===== config.mk =====
export PLATFORM = sky130hd
export DESIGN_NAME = bip_control
export DESIGN_NICKNAME = d
export VERILOG_FILES = /design/src/rtl/bip_control.sv
export SDC_FILE = /design/constraint.sdc
export NUM_CORES = 1
export LEC_CHECK = 0
export CAP_MARGIN = 20
export CORE_MARGIN = 2
export CORE_UTILIZATION = 43
export CTS_CLUSTER_DIAMETER = 120
export DETAILED_ROUTE_END_ITERATION = 10
export PLACE_DENSITY = 0.8
export SLEW_MARGIN = 10
export SYNTH_ARGS = -nofsm -noshare
export SYNTH_HDL_FRONTEND = slang
export SYNTH_SLANG_ARGS = --single-unit

===== constraint.sdc =====
create_clock -name i_clk -period 2.2 [get_ports i_clk]
set_input_delay 0.22 -clock i_clk [delete_from_list [all_inputs] [get_ports i_clk]]
set_output_delay 0.22 -clock i_clk [all_outputs]
set_load 0.01 [all_outputs]

===== src/rtl/bip_control.sv =====
`default_nettype none
// ============================================================================
// Module      : bip_control
// Description : Control unit of the accumulator processor. Holds the program
//               counter, runs the IDLE/RUN/HALT sequencer and decodes the
//               fetched instruction into datapath strobes.
// Ports       : i_clk, i_rst_n       clock, asynchronous active-low reset
//               i_start              one-cycle pulse that leaves IDLE
//               i_instr              instruction at o_pc (combinational fetch)
//               o_pc, o_operand      program counter, operand field
//               o_sel_a, o_sel_b     accumulator source, ALU operand B source
//               o_op                 ALU op (0 add, 1 subtract)
//               o_wr_acc, o_rd_ram,
//               o_wr_ram             accumulator / data-memory enables
//               o_halt               high while halted
//               o_cycles             saturating count of RUN cycles
// Revision    : 1.0 - initial release
// ============================================================================
module bip_control #(
    parameter int I_BITS   = 16,
    parameter int OPC_BITS = 5,
    parameter int PC_BITS  = 11,
    parameter int S_BITS   = 2,
    parameter int CNT_BITS = 16
) (
    input  logic                i_clk,
    input  logic                i_rst_n,
    input  logic                i_start,
    input  logic [I_BITS-1:0]   i_instr,
    output logic [PC_BITS-1:0]  o_pc,
    output logic [PC_BITS-1:0]  o_operand,
    output logic [S_BITS-1:0]   o_sel_a,
    output logic                o_sel_b,
    output logic                o_op,
    output logic                o_wr_acc,
    output logic                o_rd_ram,
    output logic                o_wr_ram,
    output logic                o_halt,
    output logic [CNT_BITS-1:0] o_cycles
);

    localparam logic [1:0] c_ST_IDLE = 2'd0;
    localparam logic [1:0] c_ST_RUN  = 2'd1;
    localparam logic [1:0] c_ST_HALT = 2'd2;

    localparam logic [OPC_BITS-1:0] c_OPC_HLT  = OPC_BITS'(0);
    localparam logic [OPC_BITS-1:0] c_OPC_STO  = OPC_BITS'(1);
    localparam logic [OPC_BITS-1:0] c_OPC_LD   = OPC_BITS'(2);
    localparam logic [OPC_BITS-1:0] c_OPC_LDI  = OPC_BITS'(3);
    localparam logic [OPC_BITS-1:0] c_OPC_ADD  = OPC_BITS'(4);
    localparam logic [OPC_BITS-1:0] c_OPC_ADDI = OPC_BITS'(5);
    localparam logic [OPC_BITS-1:0] c_OPC_SUB  = OPC_BITS'(6);
    localparam logic [OPC_BITS-1:0] c_OPC_SUBI = OPC_BITS'(7);

    localparam logic [S_BITS-1:0] c_SEL_RAM = S_BITS'(0);
    localparam logic [S_BITS-1:0] c_SEL_IMM = S_BITS'(1);
    localparam logic [S_BITS-1:0] c_SEL_ALU = S_BITS'(2);

    logic [1:0]          r_state_q,  w_state_d;
    logic [PC_BITS-1:0]  r_pc_q,     w_pc_d;
    logic [CNT_BITS-1:0] r_cycles_q, w_cycles_d;
    logic                r_halt_q,   w_halt_d;

    logic [OPC_BITS-1:0] w_opc;
    logic                w_run;

    assign w_opc = i_instr[I_BITS-1 -: OPC_BITS];
    assign w_run = (r_state_q == c_ST_RUN);

    // Next-state, PC and cycle-counter logic
    always_comb begin
        w_state_d  = r_state_q;
        w_pc_d     = r_pc_q;
        w_cycles_d = r_cycles_q;
        case (r_state_q)
            c_ST_IDLE: begin
                if (i_start) begin
                    w_state_d = c_ST_RUN;
                end
            end
            c_ST_RUN: begin
                if (r_cycles_q != {CNT_BITS{1'b1}}) begin
                    w_cycles_d = r_cycles_q + CNT_BITS'(1);
                end
                // HLT keeps the PC pointing at itself so the halt address is visible
                if (w_opc == c_OPC_HLT) begin
                    w_state_d = c_ST_HALT;
                end else begin
                    w_pc_d = r_pc_q + PC_BITS'(1);
                end
            end
            c_ST_HALT: begin
                w_state_d = c_ST_HALT;
            end
            default: begin
                w_state_d = c_ST_IDLE;
            end
        endcase
        w_halt_d = (w_state_d == c_ST_HALT);
    end

    always_ff @(posedge i_clk or negedge i_rst_n) begin
        if (!i_rst_n) begin
            r_state_q  <= c_ST_IDLE;
            r_pc_q     <= '0;
            r_cycles_q <= '0;
            r_halt_q   <= 1'b0;
        end else begin
            r_state_q  <= w_state_d;
            r_pc_q     <= w_pc_d;
            r_cycles_q <= w_cycles_d;
            r_halt_q   <= w_halt_d;
        end
    end

    // Instruction decode; every strobe is forced low outside RUN
    always_comb begin
        o_sel_a  = c_SEL_RAM;
        o_sel_b  = 1'b0;
        o_op     = 1'b0;
        o_wr_acc = 1'b0;
        o_rd_ram = 1'b0;
        o_wr_ram = 1'b0;
        if (w_run) begin
            case (w_opc)
                c_OPC_STO: begin
                    o_wr_ram = 1'b1;
                end
                c_OPC_LD: begin
                    o_rd_ram = 1'b1;
                    o_sel_a  = c_SEL_RAM;
                    o_wr_acc = 1'b1;
                end
                c_OPC_LDI: begin
                    o_sel_a  = c_SEL_IMM;
                    o_wr_acc = 1'b1;
                end
                c_OPC_ADD: begin
                    o_rd_ram = 1'b1;
                    o_sel_a  = c_SEL_ALU;
                    o_wr_acc = 1'b1;
                end
                c_OPC_ADDI: begin
                    o_sel_b  = 1'b1;
                    o_sel_a  = c_SEL_ALU;
                    o_wr_acc = 1'b1;
                end
                c_OPC_SUB: begin
                    o_rd_ram = 1'b1;
                    o_op     = 1'b1;
                    o_sel_a  = c_SEL_ALU;
                    o_wr_acc = 1'b1;
                end
                c_OPC_SUBI: begin
                    o_sel_b  = 1'b1;
                    o_op     = 1'b1;
                    o_sel_a  = c_SEL_ALU;
                    o_wr_acc = 1'b1;
                end
                default: begin
                    // HLT and the unused opcodes (NOP) leave every strobe low
                end
            endcase
        end
    end

    assign o_pc      = r_pc_q;
    assign o_operand = i_instr[PC_BITS-1:0];
    assign o_halt    = r_halt_q;
    assign o_cycles  = r_cycles_q;

endmodule
`default_nettype wire


==> metrics.csv <==
stage,metric,value,unit
clock_network,path_clk_slew,60,ps
layout,fin_area,0.00209,mm²
place,dp_hpwl,2.39,mm
worst_setup_path,cp_max_fo,5,
place,dp_slack,-16.1,ps
clock_network,cts-root-buf,clkbuf_8,
synthesis,synth_cell_type_count,35,
power_and_ir_drop,vdd_drop_max,661,µV
sta,maxSlewViolCount,0,
clock_network,cts_tree,built,
min_path,hp-class,in -> async,
layout,drive_gt1_share,12.0,%
die,rows,22,
layout,syn_to_final_growth,32.1,%
worst_setup_path,reg2reg_depth,4,
sta,maxSlewHeadroom,61.6,%
worst_setup_path,critPathCaptureType,output port,
sta,worstMarginPinSlew,575,ps
die,die-height,64.6,µm
sta,max_freq,488,MHz
synthesis,synth_top_area_share,47.5,%
drt,post-route-drc-count,0,
drt,antenna_left,0,
place,place_inst,225,
clock_network,h-tree-depth,2,
synthesis,synth_nets,165,
grt,antenna_found_initial,0,
layout,postLayoutCoreUtil,57.9,%
synthesis,syn-cell-area,0.00158,mm²
clock_network,cts_inserted_buffers,5,
synthesis,syn_inst,144,
clock_network,cts_post_setup_buffers_inserted,0,
drt,viasPerCell,5.19,
layout,layout_common_cells,"clkdlybuf4s50_1 (39), dfrtp_1 (29), xor2_1 (14)",
synthesis,yosys_warnings,0,
worst_setup_path,cp-start-kind,register,
sta,fin_crit_sh,93.2,%
worst_setup_path,crit_type,reg -> out,
drt,wirelength,3.32,mm
synthesis,synth-xor-area-share,12.2,%
layout,final_net_count,205,
grt,grt_pass1_wl,5.63,mm
clock_network,cts.sinks,30,
layout,num-fill-cells,329,
drt,initialDrtViolationCount,72,
power_and_ir_drop,pwr_density_cell,965,mW/mm²
synthesis,synth.top_cells.by_area,"dfrtp_1 (47%), xor2_1 (7.8%), buf_4 (5.2%), xnor2_1 (4.4%), nor3_1 (2.8%)",
synthesis,synth-simple-area-share,23.6,%
grt,first_global_vias,1230,
layout,finalNonFillerCells,232,
run_status,status,"finished, final reports clean",
grt,track_usage,17.6,%
drt,dr.pass1.iters,4,
die,die-area,0.00418,mm²
grt,grt_max_degree,31,
clock_network,clockBufferDepth,2,
synthesis,ys_seq_area_share,47.5,%
synthesis,avgSynthCellArea,11.0,µm²
job,cap_violations,0,
die,io_pins,65,
layout,antenna_cells,0,
sta,finalSetupViolations,0,
grt,overflow,0,
sta,final.min_clock_period,2050,ps
worst_setup_path,required,1980,ps
clock_network,clock_latency,280,ps
place,routabilityCongestion,0.815,
die,start_util,43.9,%
die,fp.dieW,64.6,µm
synthesis,synth_mux_area_share,4.35,%
layout,final_common_cell,clkdlybuf4s50_1,
sta,hold_viol,0,
place,numPortBuffers,42,
synthesis,synth_compound_area_share,5.14,%
synthesis,synth_top_family_by_area,simple AND/OR/NAND/NOR gates,
sta,fin_worst_skew,5.16,ps
power_and_ir_drop,power_leakage,0.969,nW
place,place_area,0.00199,mm²
synthesis,ys_ff_latch,30,
worst_setup_path,cp.arrival,1830,ps
drt,vias,1203,
die,fp.coreArea,0.00361,mm²
power_and_ir_drop,power,2.02,mW
synthesis,synth_fa_ha_area_share,1.58,%
sta,grt_setup_unrepaired,false,
sta,worst_slack,149,ps
drt,wl_per_cell,14.3,µm
synthesis,synth_area_leader_cell,dfrtp_1,
-- repair_timing --
action                     4_1_cts  5_1_grt
resized for setup                4        3
hold buffers                     0        0
setup endpoints to repair        7        2
hold endpoints to repair         0        0
-- cell usage after synthesis, drive strengths merged --
master	count
dfrtp	30
xor2	14
nor2	12
buf	11
nand2	11
nor3	10
xnor2	8
nand4	7
nand3	6
and3	5
mux2	4
ha	2
inv	2
mux2i	2
nor2b	2
nor3b	2
o21a	2
o41ai	2
or4	2
a211oi	1
a21boi	1
and2	1
and4	1
and4b	1
nand2b	1
o211ai	1
o21bai	1
or2	1
or3	1
-- stage by stage --
step	setup TNS [ps]	hold slack, ps
final	0	337
after global placement	0	440
after global routing	0	362
after detailed placement	-16.1	440
after floorplan	0	-75.6
after CTS	0	344
-- metal layers --
layer	GRT usage (%)	vias to the layer above	wire length, µm
met3	6.42	5	196
met5	0	-	0
met4	7.71	0	46
met2	27.3	42	1650
met1	22.1	584	1420
li1	-	572	-
-- final timing paths --
| path | startpoint | endpoint | slack (ps) |
|---|---|---|---|
| min in group i_clk | i_instr[10] | o_operand[10] | 440 |
| worst min-delay path | i_rst_n | o_cycles[10] | 340 |
| max in group asynchronous | i_rst_n | r_state_q[0] | 1560 |
| worst max register to register | o_cycles[0] | o_cycles[1] | 300 |
| worst max-delay path | r_state_q[1] | o_op | 150 |
| worst min register to register | o_pc[10] | o_pc[10] | 480 |
-- logic make-up after synthesis --
family / Yosys count
AND/OR/NAND/NOR: 63
flip-flops: 30
XOR/XNOR: 22
buffers and inverters: 13
AO/OA/AOI/OAI: 8
multiplexers: 6
adder cells (fa/ha/maj): 2
-- report_power, final --
| part | internal (mW) | total [mW] | switching [mW] |
|---|---|---|---|
| Combinational | 0.425 | 0.726 | 0.301 |
| Sequential | 0.693 | 0.883 | 0.189 |
| Clock | 0.217 | 0.407 | 0.190 |
-- critical path, cell delays in order (launching register included) --
cell and delay, ps:
dfrtp_1 380, nand2b_2 230, nor3_4 200, and3_1 210
clkdlybuf4s50_1 540
-- flip-flops by register name, indices dropped and copies added (netlist names) --
name	flops
o_pc	11
o_cycles	16
o_halt	1
r_state_q	2
-- cell type report --
cell class,instances,area (µm²),area share [%]
Clock buffer,7,76.3,3.65
Timing Repair Buffer,44,439,21.0
Tap cell,48,60.1,2.87
Multi-Input combinational cell,101,754,36.1
Sequential cell,30,752,36.0
Inverter,2,7.51,0.359
Note: power is estimated with default switching activity, not from simulation.
